$ cat src/rtl/ysyx_22050039_lsu_if.sv
// Handshake bundle between the LSU, the execute stage, the memory port and writeback.
// The LSU takes the slave view; the surrounding pipeline/memory take the master view.
interface ysyx_22050039_lsu_if #(
    parameter int XLEN = 64
);
    logic            in_valid;
    logic            in_ready;
    logic [3:0]      in_op;
    logic [XLEN-1:0] in_addr;
    logic [XLEN-1:0] in_wdata;

    logic            mem_req_valid;
    logic            mem_req_ready;
    logic [XLEN-1:0] mem_addr;
    logic            mem_wen;
    logic [XLEN-1:0] mem_wdata;
    logic [7:0]      mem_wmask;
    logic            mem_resp_valid;
    logic [XLEN-1:0] mem_rdata;

    logic            out_valid;
    logic            out_ready;
    logic [XLEN-1:0] out_rdata;
    logic            out_misalign;

    modport slave (
        input  in_valid, in_op, in_addr, in_wdata,
        input  mem_req_ready, mem_resp_valid, mem_rdata,
        input  out_ready,
        output in_ready,
        output mem_req_valid, mem_addr, mem_wen, mem_wdata, mem_wmask,
        output out_valid, out_rdata, out_misalign
    );

    modport master (
        output in_valid, in_op, in_addr, in_wdata,
        output mem_req_ready, mem_resp_valid, mem_rdata,
        output out_ready,
        input  in_ready,
        input  mem_req_valid, mem_addr, mem_wen, mem_wdata, mem_wmask,
        input  out_valid, out_rdata, out_misalign
    );
endinterface

$ cat src/rtl/ysyx_22050039_lsu.sv
// Multi-cycle load/store unit: one 8-byte-aligned memory access per transaction,
// lane extraction and sign/zero extension for loads, byte masks for stores.
module ysyx_22050039_lsu #(
    parameter int XLEN = 64
) (
    input logic                clk,
    input logic                rst,
    ysyx_22050039_lsu_if.slave bus
);
    typedef enum logic [1:0] {IDLE, REQ, RESP, DONE} state_t;

    state_t     state;
    logic [3:0] op_q;
    logic [2:0] lane_q;
    logic       misalign;
    logic [7:0] wmask;
    logic [5:0] in_sh;

    function automatic logic [XLEN-1:0] extend(input logic [XLEN-1:0] raw,
                                               input logic [2:0] op);
        logic [XLEN-1:0] res;
        unique case (op[1:0])
            2'd0:    res = op[2] ? {{(XLEN-8){1'b0}},  raw[7:0]}
                                 : {{(XLEN-8){raw[7]}}, raw[7:0]};
            2'd1:    res = op[2] ? {{(XLEN-16){1'b0}},   raw[15:0]}
                                 : {{(XLEN-16){raw[15]}}, raw[15:0]};
            2'd2:    res = op[2] ? {{(XLEN-32){1'b0}},   raw[31:0]}
                                 : {{(XLEN-32){raw[31]}}, raw[31:0]};
            default: res = raw;
        endcase
        return res;
    endfunction

    assign in_sh = {bus.in_addr[2:0], 3'b000};

    always_comb begin
        misalign = 1'b0;
        wmask    = '0;
        unique case (bus.in_op[1:0])
            2'd0: begin misalign = 1'b0;                 wmask = 8'h01 << bus.in_addr[2:0]; end
            2'd1: begin misalign = bus.in_addr[0];       wmask = 8'h03 << bus.in_addr[2:0]; end
            2'd2: begin misalign = |bus.in_addr[1:0];    wmask = 8'h0F << bus.in_addr[2:0]; end
            default: begin misalign = |bus.in_addr[2:0]; wmask = 8'hFF;                     end
        endcase
    end

    // in_ready is a register so it stays low through reset and rises one cycle later.
    always_ff @(posedge clk) begin
        if (!rst) begin
            state             <= IDLE;
            op_q              <= '0;
            lane_q            <= '0;
            bus.in_ready      <= 1'b0;
            bus.mem_req_valid <= 1'b0;
            bus.mem_addr      <= '0;
            bus.mem_wen       <= 1'b0;
            bus.mem_wdata     <= '0;
            bus.mem_wmask     <= '0;
            bus.out_valid     <= 1'b0;
            bus.out_rdata     <= '0;
            bus.out_misalign  <= 1'b0;
        end else begin
            unique case (state)
                IDLE: begin
                    if (bus.in_ready && bus.in_valid) begin
                        op_q         <= bus.in_op;
                        lane_q       <= bus.in_addr[2:0];
                        bus.in_ready <= 1'b0;
                        if (misalign) begin
                            state            <= DONE;
                            bus.out_valid    <= 1'b1;
                            bus.out_misalign <= 1'b1;
                            bus.out_rdata    <= '0;
                        end else begin
                            state             <= REQ;
                            bus.mem_req_valid <= 1'b1;
                            bus.mem_addr      <= {bus.in_addr[XLEN-1:3], 3'b000};
                            bus.mem_wen       <= bus.in_op[3];
                            bus.mem_wmask     <= bus.in_op[3] ? wmask : 8'h00;
                            bus.mem_wdata     <= bus.in_op[3] ? (bus.in_wdata << in_sh) : '0;
                        end
                    end else begin
                        bus.in_ready <= 1'b1;
                    end
                end
                REQ: begin
                    if (bus.mem_req_ready) begin
                        state             <= RESP;
                        bus.mem_req_valid <= 1'b0;
                    end
                end
                RESP: begin
                    if (bus.mem_resp_valid) begin
                        state            <= DONE;
                        bus.out_valid    <= 1'b1;
                        bus.out_misalign <= 1'b0;
                        bus.out_rdata    <= op_q[3] ? '0
                                          : extend(bus.mem_rdata >> {lane_q, 3'b000}, op_q[2:0]);
                    end
                end
                DONE: begin
                    if (bus.out_ready) begin
                        state         <= IDLE;
                        bus.out_valid <= 1'b0;
                        bus.in_ready  <= 1'b1;
                    end
                end
                default: state <= IDLE;
            endcase
        end
    end
endmodule

$ cat src/flat_wrapper.sv
// flat-port wrapper written by rule: the top's interface ports become plain ports
module ysyx_22050039_lsu_flat 
#(
    parameter int XLEN = 64
)
  (clk, rst, bus_in_valid, bus_in_op, bus_in_addr, bus_in_wdata, bus_mem_req_ready, bus_mem_resp_valid, bus_mem_rdata, bus_out_ready, bus_in_ready, bus_mem_req_valid, bus_mem_addr, bus_mem_wen, bus_mem_wdata, bus_mem_wmask, bus_out_valid, bus_out_rdata, bus_out_misalign);
  ysyx_22050039_lsu_if #(.XLEN(XLEN)) bus_i ();
  input logic clk;
  input logic rst;
  input wire logic [$bits(bus_i.in_valid)-1:0] bus_in_valid;
  input wire logic [$bits(bus_i.in_op)-1:0] bus_in_op;
  input wire logic [$bits(bus_i.in_addr)-1:0] bus_in_addr;
  input wire logic [$bits(bus_i.in_wdata)-1:0] bus_in_wdata;
  input wire logic [$bits(bus_i.mem_req_ready)-1:0] bus_mem_req_ready;
  input wire logic [$bits(bus_i.mem_resp_valid)-1:0] bus_mem_resp_valid;
  input wire logic [$bits(bus_i.mem_rdata)-1:0] bus_mem_rdata;
  input wire logic [$bits(bus_i.out_ready)-1:0] bus_out_ready;
  output wire logic [$bits(bus_i.in_ready)-1:0] bus_in_ready;
  output wire logic [$bits(bus_i.mem_req_valid)-1:0] bus_mem_req_valid;
  output wire logic [$bits(bus_i.mem_addr)-1:0] bus_mem_addr;
  output wire logic [$bits(bus_i.mem_wen)-1:0] bus_mem_wen;
  output wire logic [$bits(bus_i.mem_wdata)-1:0] bus_mem_wdata;
  output wire logic [$bits(bus_i.mem_wmask)-1:0] bus_mem_wmask;
  output wire logic [$bits(bus_i.out_valid)-1:0] bus_out_valid;
  output wire logic [$bits(bus_i.out_rdata)-1:0] bus_out_rdata;
  output wire logic [$bits(bus_i.out_misalign)-1:0] bus_out_misalign;
  assign bus_i.in_valid = bus_in_valid;
  assign bus_i.in_op = bus_in_op;
  assign bus_i.in_addr = bus_in_addr;
  assign bus_i.in_wdata = bus_in_wdata;
  assign bus_i.mem_req_ready = bus_mem_req_ready;
  assign bus_i.mem_resp_valid = bus_mem_resp_valid;
  assign bus_i.mem_rdata = bus_mem_rdata;
  assign bus_i.out_ready = bus_out_ready;
  assign bus_in_ready = bus_i.in_ready;
  assign bus_mem_req_valid = bus_i.mem_req_valid;
  assign bus_mem_addr = bus_i.mem_addr;
  assign bus_mem_wen = bus_i.mem_wen;
  assign bus_mem_wdata = bus_i.mem_wdata;
  assign bus_mem_wmask = bus_i.mem_wmask;
  assign bus_out_valid = bus_i.out_valid;
  assign bus_out_rdata = bus_i.out_rdata;
  assign bus_out_misalign = bus_i.out_misalign;
  ysyx_22050039_lsu #(.XLEN(XLEN)) u_core (.clk(clk), .rst(rst), .bus(bus_i));
endmodule
$ cat config.mk
export PLATFORM = sky130hd
export DESIGN_NAME = ysyx_22050039_lsu_flat
export DESIGN_NICKNAME = d
export VERILOG_FILES = /design/src/rtl/ysyx_22050039_lsu_if.sv /design/src/rtl/ysyx_22050039_lsu.sv /design/src/flat_wrapper.sv
export SDC_FILE = /design/constraint.sdc
export NUM_CORES = 1
export LEC_CHECK = 0
export ABC_AREA = 1
export BUFFER_PORTS_ARGS = -buffer_cell sky130_fd_sc_hd__buf_2
export CAP_MARGIN = 20
export CORE_AREA = 2 2 157 159
export DETAILED_ROUTE_END_ITERATION = 8
export DIE_AREA = 0 0 159 161
export PLACE_DENSITY_LB_ADDON = 0.2
export SYNTH_ARGS = -nofsm -noshare
export SYNTH_HDL_FRONTEND = slang
export SYNTH_SLANG_ARGS = --single-unit
$ cat constraint.sdc
create_clock -name clk -period 5.6 [get_ports clk]
set_clock_uncertainty 0.15 [all_clocks]
set_input_delay 1.4 -clock clk [delete_from_list [all_inputs] [get_ports clk]]
set_output_delay 1.4 -clock clk [all_outputs]
set_load 0.05 [all_outputs]
Yosys cells after proc, flatten, opt, wreduce, memory -nomap -nowiden

Cells that the tools add are included.

Flip-flop bits (word level): 211
Bits of input ports: 202
Logic and storage cells: 81

Equal/unequal tests: 13
Shift-type cells: 5
Muxes and demuxes: 33
Bitwise gates (word level): 1
Reduce and logical (&&, ||, !) cells: 17

Operator list:

| operator                                            | count |
|---|---|
| two-way mux 64 bit                                  | 8 |
| one-hot mux 64 bit (3 select lines)                 | 1 |
| one-hot mux 64 bit (2 select lines)                 | 1 |
| << shifter 64 x 6 -> 64 bit                         | 1 |
| >> shifter 64 x 6 -> 64 bit                         | 1 |
| one-hot mux 8 bit (3 select lines)                  | 1 |
| AND reduction 4 bit                                 | 3 |
| two-way mux 1 bit                                   | 10 |
| two-way mux 2 bit                                   | 5 |
| equality test 2 bit, second input constant          | 4 |
| two-way mux 8 bit                                   | 1 |
| != test 2 bit, second input constant                | 4 |
| one-hot mux 2 bit (4 select lines)                  | 1 |
| << shifter 1 x 3 -> 8 bit, first input constant     | 1 |
| << shifter 2 x 3 -> 8 bit, first input constant     | 1 |
| << shifter 4 x 3 -> 8 bit, first input constant     | 1 |
| equality test 2 x 1 -> 1 bit, second input constant | 3 |
| zero test 2 bit                                     | 3 |
| one-hot mux 1 bit (2 select lines)                  | 3 |
| one-hot mux 1 bit (3 select lines)                  | 2 |
| nonzero test 2 bit                                  | 3 |
| AND reduction 5 bit                                 | 1 |
| != test 2 x 1 -> 1 bit, second input constant       | 2 |
| AND reduction 2 bit                                 | 2 |
| other kinds (6)                                     | 6 |

Longest topological paths before layout

Gate-level depths: netlist of run 1.

Word-level depth: 6
Gate-level depth with buffers: 14

Least setup slack after synthesis of run 1

No wires, ideal clock.

Path kind: input port to flip-flop
Start point: in bus_in_op[1]
End point: reg u_core.bus.mem_addr[10]
Arrival: 2559 ps
Data required time: 5334 ps
Slack: 2775 ps
Cell stages on the path: 12
Buffers on the path: 2
Cell sequence: inv_1 -> ha_1 -> nand2_1 -> inv_1 -> o21ai_2 -> nand2_2 -> nor2_4 -> inv_2 -> buf_6 -> buf_6 -> nor2_1 -> nor2_1

Word-level cells in the longest chain between the ends: 4

Ends and longest elaborated chain:

| element                                     | RTL line                   | RTL |
|---|---|---|
| start, declared                             | flat_wrapper.sv:11         | `input wire logic [$bits(bus_i.in_op)-1:0] bus_in_op;` |
| equality test 2 bit (tied with other cells) | ysyx_22050039_lsu.sv:39    | `unique case (bus.in_op[1:0])` |
| one-hot mux 1 bit (3 select lines) (*)      | ysyx_22050039_lsu.sv:39    |  |
| NOT 1 bit (no line) (*)                     | --                         |  |
| AND reduction 3 bit (no line) (*)           | --                         |  |
| end signal, assigned                        | ysyx_22050039_lsu.sv:77    | `bus.mem_addr <= {bus.in_addr[XLEN-1:3], 3'b000};` |
| end, declared                               | ysyx_22050039_lsu_if.sv:31 | `output mem_req_valid, mem_addr, mem_wen, mem_wdata, mem_wmask,` |

Mark *: on every way between the ends. The rest lies on a longest branch, timed or not.
A chain may end at the register's enable or synchronous reset.

Final worst setup path of run 1

Start point: in bus_in_addr[0]
End point: reg u_core.bus.out_rdata[46]

Word-level cells in the longest chain between the ends: 4

Ends and longest elaborated chain:

| element                                                  | RTL line                                         | RTL |
|---|---|---|
| start, declared                                          | flat_wrapper.sv:12                               | `input wire logic [$bits(bus_i.in_addr)-1:0] bus_in_addr;` |
| OR reduction 3 bit or OR reduction 2 bit (tied branches) | ysyx_22050039_lsu.sv:43, ysyx_22050039_lsu.sv:42 |  |
| one-hot mux 1 bit (3 select lines) (*)                   | ysyx_22050039_lsu.sv:39                          |  |
| != test 2 x 1 -> 1 bit (no line) (*)                     | --                                               |  |
| AND reduction 4 bit (no line) (*)                        | --                                               |  |
| end signal, assigned                                     | ysyx_22050039_lsu.sv:97                          | `bus.out_rdata <= op_q[3] ? '0` |
| end, declared                                            | ysyx_22050039_lsu_if.sv:32                       | `output out_valid, out_rdata, out_misalign` |

Marks and branches as above.

==> results of run 1 <==
## final timing paths
kind,startpoint,endpoint,depth (start not counted)
worst min-delay path,u_core.bus.mem_wdata[4],u_core.bus.mem_wdata[4],2
worst max register to register,u_core.state[1],u_core.bus.mem_wdata[61],9
worst min register to register,u_core.bus.mem_wdata[4],u_core.bus.mem_wdata[4],2
worst max-delay path,bus_in_addr[0],u_core.bus.out_rdata[46],10
## worst max-delay path, stage by stage
cell	delay, ns
buf_2	0.57
nor2_2	0.11
nand2_1	0.11
nand2_1	0.10
nand3_2	0.10
nand3_2	0.10
nor2_2	0.45
inv_2	0.54
nand2_1	0.24
a21oi_2	0.07
## per-stage QoR
| stage | setup WS [ns] | instances | hold WS, ns | area (um2) |
|---|---|---|---|---|
| after floorplan | 2.77 | 1730 | 0.291 | 11500 |
| after global placement | 1.60 | 2336 | 0.298 | 13300 |
| after detailed placement | 1.51 | 2336 | 0.300 | 13300 |
| after CTS | 2.03 | 2380 | 0.310 | 14200 |
| after global routing | 1.73 | 2381 | 0.329 | 14200 |
| final | 1.98 | 2385 | 0.309 | 14200 |
## per-layer routing
metal | global-route usage, % | vias to the layer above
met5 | 0 | -
met4 | 11.7 | 6
met3 | 6.06 | 124
met2 | 53.8 | 586
met1 | 37.9 | 5977
li1 | - | 6321
## power groups by stage
stage	clock network, W	logic, W	registers (W)
final	0.00172	0.00225	0.00179
after global placement	0	0.00220	0.00182
after floorplan	0	0.00130	0.00230
after CTS	0.00174	0.00223	0.00179
after global routing	0.00179	0.00243	0.00181
after detailed placement	0	0.00222	0.00182
## layout make-up
class	count	area (um2)	share of cell area, %
multi-input cells	1316	6300	44.3
flip-flops and latches	211	4230	29.7
repair buffers	421	2170	15.3
clock buffers	32	702	4.93
well taps	324	405	2.85
inverters	65	254	1.78
clock inverters	12	170	1.19
diodes	4	10.0	0.0703
## placed cells by master, fill, tap and decap left out, types with 3 or more instances in the layout
cell / netlist / layout
nor2_1: 174 / 174
a21oi_2: 30 / 30
a21oi_1: 149 / 149
o21ai_0: 212 / 212
a31oi_1: 3 / 3
bufinv_16: 0 / 4
inv_2: 7 / 5
buf_2: 49 / 403
or2_2: 12 / 12
inv_4: 2 / 4
inv_1: 55 / 55
nand3_1: 40 / 40
nand3_2: 34 / 34
a22oi_1: 7 / 7
nand4_1: 23 / 23
nor2_4: 3 / 4
nand2_2: 5 / 5
buf_4: 6 / 16
mux2i_1: 4 / 4
conb_1: 1 / 3
o22ai_1: 8 / 8
o21ai_1: 11 / 11
o211ai_1: 23 / 23
ha_1: 8 / 8
clkbuf_8: 0 / 5
clkbuf_16: 0 / 25
nand2_1: 540 / 540
clkinv_2: 0 / 5
o2111ai_1: 11 / 11
nor2_2: 4 / 3
or2_1: 3 / 3
diode_2: 0 / 4
dfxtp_1: 211 / 209
## flip-flops by register name (all words and copies together) (netlist names), 2 cells and up
register,cells
u_core.bus.mem_addr,61
u_core.bus.mem_wdata,64
u_core.bus.mem_wmask,8
u_core.bus.out_rdata,64
u_core.lane_q,3
u_core.op_q,4
u_core.state,2
## kinds of logic (layout without fill, tap and decap cells)
logic type / after synthesis / count (layout)
multiplexers: 4 / 4
AND/OR/NAND/NOR: 844 / 844
buffers and inverters: 203 / 530
flip-flops: 211 / 211
AO/OA/AOI/OAI: 457 / 457
other: 1 / 7
adder cells (fa/ha/maj): 8 / 8
==> results by group, run 1 <==
Pwr
  – P_sw: roughly 0.0025 W
  – Max IR drop VDD: 0.210 mV
  – Gate power share: 39.0%
  – Seq pwr share: 31.1%
  – Internal Power: 0.00328 W
  – Pleak: about 6.6 nW
  – Design Power: 0.00576 W
  – P per Cell Area: around 400 nW/um2
  – Clk network pwr share: between 20% and 30%
  – Switching fraction of total power: between 40 and 50%

Routing
  – Routed WL per cell: 17.6 um
  – Remaining DRCs: 0
  – Final wirelength: 42000 um
  – Metal2 WL: around 20000 um
  – Avg Vias per Cell: between 5 and 6
  – DR iter-0 viols: 1293
  – Number of detailed-route iterations in the first pass: 5
  – Routed Antenna Nets: 0
  – Total number of vias: approximately 13000
  – Detailed route wirelength on metal3: roughly 3500 um
  – Top routing layer in use: met5
  – Wl on met1: 16700 um

Critical path
  – Reg2reg setup slack: 2.34 ns
  – Worst Path Required: between 5 and 6 ns
  – Worst setup EP type: flip-flop
  – Critical path class: in2reg
  – Maximum fanout along the worst path: 60
  – Worst EP arrival: ~3.8 ns
  – Crit start category: primary input

STA
  – Slew Viols, Final: 0
  – Setup TNS after final layout: 0 ns
  – Part of the cycle the worst path needs: approximately 65%
  – RSZ-0062 raised after global routing: false
  – Final worst path period need: between 3 and 4 ns
  – Slew margin rel.: a little under a third
  – Hold Violations, Final: 0
  – Fmax: roughly 280 MHz
  – Tightest Pin Transition: ~1.0 ns
  – Setup violators final: 0

Yosys
  – Post-Synth Simple-Gate Area: between 30 and 40%
  – Synthesized area: 11500 um2
  – Post-Syn Instances: about 1700
  – Synth Area in Adders: less than 1%
  – XOR/XNOR Fraction of Synth Area: 0%
  – Most frequent cells after synthesis: nand2_1 (540), o21ai_0 (212), dfxtp_1 (211)
  – Ys async rst share: 0%
  – Largest family of logic cells by synthesized area: simple AND/OR/NAND/NOR gates
  – Area leader, netlist: dfxtp_1
  – Cell variety after synth: 39
  – Yosys reg bits: roughly 210
  – Post-synth EDFFs: 0
  – Post-synthesis sequential area ratio: about 37%
  – Post-synthesis mux area share: less than 1%
  – Most common cell in the netlist: nand2_1
  – Compound-Gate Fraction of Synth Area: 22.0%
  – Synth top area share: 36.6%
  – Warnings, synthesis: 0
  – Synth top area cells: dfxtp_1 (37%), nand2_1 (18%), o21ai_0 (9.2%), a21oi_1 (6.5%), nor2_1 (5.7%)
  – Avg Cell Area, Syn: between 6 and 7 um2
  – Synth Flop Type: dfxtp_1

Clocking
  – Resized Gates After CTS: 0
  – CTS tree: yes
  – Hold_buf cts: 0
  – Clock sinks: about 210
  – Clock transition at path regs: around 0.060 ns
  – H-tree level count: 1
  – Clk buf depth: 3
  – Root buf cell: clkbuf_16
  – Post-CTS setup buffer count: 0
  – CTS Buf Count: 24
  – Insertion delay to the later sink of the worst-skew pair: ~0.52 ns

Layout
  – Nets: roughly 2200
  – Area Overhead vs Synth: 23.5%
  – Layout Utilization: 59.4%
  – Share of layout cells above drive strength 1: 27.5%
  – # fillers: 2376

GRT
  – GRT Overall Usage: between 30% and 40%
  – Largest net degree at the start of global routing: between 100 and 150
  – Vias in the first global route: between 10000 and 15000
  – Initial antenna violation count: 6
  – GRT overflow: 0
  – First-pass GRT wire length: approximately 64000 um

Run
  – Max Cap Viol: 0

Worst hold path
  – Hold Path Class: reg2reg

Floorplan
  – Die Y-Extent: about 160 um
  – Initial cell density of the core: between 40% and 50%
  – Core Rows: 57
  – Ports: roughly 410
  – Die Span X: 159 um
  – Die area: 25600 um2
  – Core Footprint: approximately 24000 um2

Outcome
  – Status: finished clean

Placement
  – HPWL after DPL: 30500 um
  – Routability cong.: 0.985
  – IO buf count: just over 400
Power figures use the tool's default switching activity.
==> inputs of run 2 (changes only) <==
--- a/config.mk
+++ b/config.mk
@@ -5,12 +5,12 @@
 export SDC_FILE = /design/constraint.sdc
 export NUM_CORES = 1
 export LEC_CHECK = 0
-export ABC_AREA = 1
+export ABC_AREA = 0
 export BUFFER_PORTS_ARGS = -buffer_cell sky130_fd_sc_hd__buf_2
 export CAP_MARGIN = 20
-export CORE_AREA = 2 2 157 159
+export CORE_AREA = 2 2 156 158
 export DETAILED_ROUTE_END_ITERATION = 8
-export DIE_AREA = 0 0 159 161
+export DIE_AREA = 0 0 158 160
 export PLACE_DENSITY_LB_ADDON = 0.2
 export SYNTH_ARGS = -nofsm -noshare
 export SYNTH_HDL_FRONTEND = slang
==> constraint.sdc (replaced) <==
create_clock -name clk -period 3.7 [get_ports clk]
set_clock_uncertainty 0.15 [all_clocks]
set_input_delay 0.925 -clock clk [delete_from_list [all_inputs] [get_ports clk]]
set_output_delay 0.925 -clock clk [all_outputs]
set_load 0.05 [all_outputs]
==> run 2 against run 1 <==
  * Worst hold slack worse by 0.014 ns
  * Sequential share of layout area is 0.37 points higher
  * Clock power increased by 49%
  * Global-route usage shrank 1.4 points
  * Critical path depth decreased by 3
  * Die area is 1.2% lower
  * Setup slack lost 1.3 ns
  * Synthesized cell count fell by 25%
  * Sequential cell count did not move
  * Combinational power rose by 9.3%
  * Total power grew 32%
==> results by group, run 2 <==
Outcome
  – Status: finished clean (unchanged)

Yosys
  – Synth Flop Type: dfxtp_1 (unchanged)
  – Synth top area cells: dfxtp_1 (38%), nand2_1 (7.5%), mux2_2 (6.4%), mux2i_1 (5.8%), a21oi_1 (4.7%) (was dfxtp_1 (37%), nand2_1 (18%), o21ai_0 (9.2%), a21oi_1 (6.5%), nor2_1 (5.7%))
  – Post-Syn Instances: 1301 (was 1728)
  – Synthesized area: 11000 um2 (was 11500 um2)
  – Most frequent cells after synthesis: nand2_1 (220), dfxtp_1 (211), nor2_1 (129) (was nand2_1 (540), o21ai_0 (212), dfxtp_1 (211))
  – Warnings, synthesis: 0 (unchanged)
  – Area leader, netlist: dfxtp_1 (unchanged)
  – Ys async rst share: 0% (unchanged)
  – Yosys reg bits: 211 (unchanged)
  – Most common cell in the netlist: nand2_1 (unchanged)
  – Cell variety after synth: 62 (was 39)
  – Post-synthesis sequential area ratio: 38.3% (was 36.6%)
  – Post-synth EDFFs: 0 (unchanged)
  – Synth top area share: 38.3% (was 36.6%)
  – Avg Cell Area, Syn: 8.47 um2 (was 6.67 um2)

Critical path
  – R2R cell count: 7 (was 9)
  – Worst-path cell chain: buf_4, nand2b_1, o22ai_1, or4_4, a41oi_2, buf_4, a22o_1 (was buf_2, nor2_2, nand2_1, nand2_1, nand3_2, nand3_2, nor2_2, inv_2, nand2_1, a21oi_2)
  – Bufs and invs on worst path: 2 (unchanged)
  – Worst Path Required: 4.01 ns (was 5.82 ns)
  – CP Depth: 7 (was 10)
  – Worst setup EP type: flip-flop (unchanged)
  – Cell at the slowest stage of the critical path: or4_4 (was buf_2)
  – Crit start category: flip-flop (was primary input)
  – Most frequent CP cell: buf_4 (was nand2_1)
  – Critical path class: reg2reg (was in2reg)
  – Maximum fanout along the worst path: 22 (was 60)
  – Worst EP arrival: 3.36 ns (was 3.84 ns)
  – Max incr delay on CP: 0.69 ns (was 0.57 ns)
  – Top Family by Delay on Critical Path: simple AND/OR/NAND/NOR gates (unchanged)

GRT
  – First-pass GRT wire length: 58800 um (was 64200 um)
  – GRT overflow: 0 (unchanged)
  – Vias in the first global route: 10522 (was 12037)
  – GRT Overall Usage: 29.5% (was 30.9%)
  – Initial antenna violation count: 5 (was 6)
  – Largest net degree at the start of global routing: 133 (was 105)

Layout
  – # fillers: 2242 (was 2376)
  – Nets: 1852 (was 2249)
  – Share of layout cells above drive strength 1: 35.3% (was 27.5%)
  – Area Overhead vs Synth: 27.7% (was 23.5%)
  – Most frequent cells in the layout: buf_2 (405), nand2_1 (220), dfxtp_1 (209) (was nand2_1 (540), buf_2 (403), o21ai_0 (212))
  – Top Registers: u_core.bus.mem_wdata: 64 flops, u_core.bus.out_rdata: 64 flops, u_core.bus.mem_addr: 61 flops (unchanged)
  – Most common cell after layout, fill and taps aside: buf_2 (was nand2_1)
  – Layout Utilization: 59.1% (was 59.4%)
  – Design Area, Final: 14100 um2 (was 14200 um2)

STA
  – Slew margin rel.: 31.0% (was 31.7%)
  – Final setup margin: 0.652 ns (was 1.98 ns)
  – Slew Viols, Final: 0 (unchanged)
  – Setup TNS after final layout: 0 ns (unchanged)
  – Part of the cycle the worst path needs: approximately 82%
  – RSZ-0062 raised after global routing: false (unchanged)
  – Final worst path period need: around 3.0 ns
  – Setup violators final: 0 (unchanged)
  – Hold Violations, Final: 0 (unchanged)
  – Worst hold margin: 0.294 ns (was 0.309 ns)
  – Tightest Pin Transition: 1.01 ns (was 1.03 ns)
  – Fmax: around 330 MHz

Clocking
  – Insertion delay to the later sink of the worst-skew pair: 0.53 ns (was 0.52 ns)
  – Hold_buf cts: 0 (unchanged)
  – H-tree level count: 1 (unchanged)
  – CTS tree: yes (unchanged)
  – Clock sinks: 211 (unchanged)
  – Clock transition at path regs: 0.06 ns (about the same)
  – Root buf cell: clkbuf_16 (unchanged)
  – Clk buf depth: 3 (unchanged)
  – Resized Gates After CTS: 0 (unchanged)
  – CTS Buf Count: 25 (was 24)
  – Post-CTS setup buffer count: 0 (unchanged)

Routing
  – DR iter-0 viols: 1115 (was 1293)
  – Routed Antenna Nets: 0 (unchanged)
  – Avg Vias per Cell: 5.72 (was 5.46)
  – Remaining DRCs: 0 (unchanged)
  – Final wirelength: 39300 um (was 42000 um)
  – Routed WL per cell: 19.8 um (was 17.6 um)
  – Total number of vias: 11362 (was 13014)
  – Number of detailed-route iterations in the first pass: 6 (was 5)

Worst hold path
  – Worst Hold Path Cells: 2 (unchanged)
  – Hold Path Class: reg2reg (unchanged)

Placement
  – Placed inst area: 13200 um2 (was 13300 um2)
  – Routability cong.: 0.974 (was 0.985)
  – DP Worst Slack: 0.307 ns (was 1.51 ns)
  – HPWL after DPL: 28600 um (was 30500 um)
  – IO buf count: 403 (unchanged)

Run
  – Max Cap Viol: 0 (unchanged)

Floorplan
  – Core Rows: 57 (unchanged)
  – Die area: 25300 um2 (was 25600 um2)
  – Ports: 407 (unchanged)
  – Initial cell density of the core: 46.2% (was 48.1%)
  – Core Footprint: 23800 um2 (was 24000 um2)
  – Die Y-Extent: 160 um (was 161 um)
  – Die Span X: 158 um (was 159 um)

Pwr
  – Max IR drop VDD: 0.394 mV (was 0.210 mV)
  – Pleak: 6.12 nW (was 6.65 nW)
  – P per Cell Area: 540 nW/um2 (was 405 nW/um2)
## run 2: metal layers
layer	GRT usage, %	up-vias	routed length (um)
met5	0	-	13
met4	12.7	2	1520
met3	7.65	94	3810
met2	48.3	565	18300
met1	36.6	5358	15600
li1	-	5343	-
## run 2: layout make-up
class                   count  area, um2  share of cell area [%]
multi-input cells         961       6260                    44.5
flip-flops and latches    211       4230                    30.0
repair buffers            429       2260                    16.0
clock buffers              34        719                    5.11
well taps                 324        405                    2.88
clock inverters             9        138                   0.978
inverters                  14       55.1                   0.391
diodes                      4       10.0                  0.0712
## run 2: report_power, final
part	total [W]	switching, W	internal (W)
logic	0.00246	0.00169	0.000775
clock network	0.00257	0.00100	0.00157
registers	0.00256	0.000120	0.00244
## run 2: path summary, 6_finish.rpt
kind	startpoint	to	slack (ns)
worst max-delay path	u_core.lane_q[2]	u_core.bus.out_rdata[54]	0.65
worst min-delay path	u_core.bus.out_rdata[14]	u_core.bus.out_rdata[14]	0.29
worst max register to register	u_core.lane_q[2]	u_core.bus.out_rdata[54]	0.65
worst min register to register	u_core.bus.out_rdata[14]	u_core.bus.out_rdata[14]	0.29
## run 2: worst register-to-register path, delay by kind of cell (launching register included)
family          cells  cell delay, ns
compound gates      3            0.67
simple gates        2            1.25
buf+inv             2            0.56
flops               1            0.34
## run 2: through the flow
step	std cells	power (W)
global route	1984	0.00790
floorplan	1303	0.00435
CTS	1982	0.00760
global placement	1937	0.00502
finish	1986	0.00759
detailed placement	1939	0.00504
## run 2: logic make-up after synthesis
logic type	after synthesis	share of synthesized area [%]
compound gates	333	20.6
fa+ha+maj	8	0.909
simple gates	468	18.4
mux	149	16.6
flops	211	38.3
other cells	1	0.0340
buf+inv	131	5.02
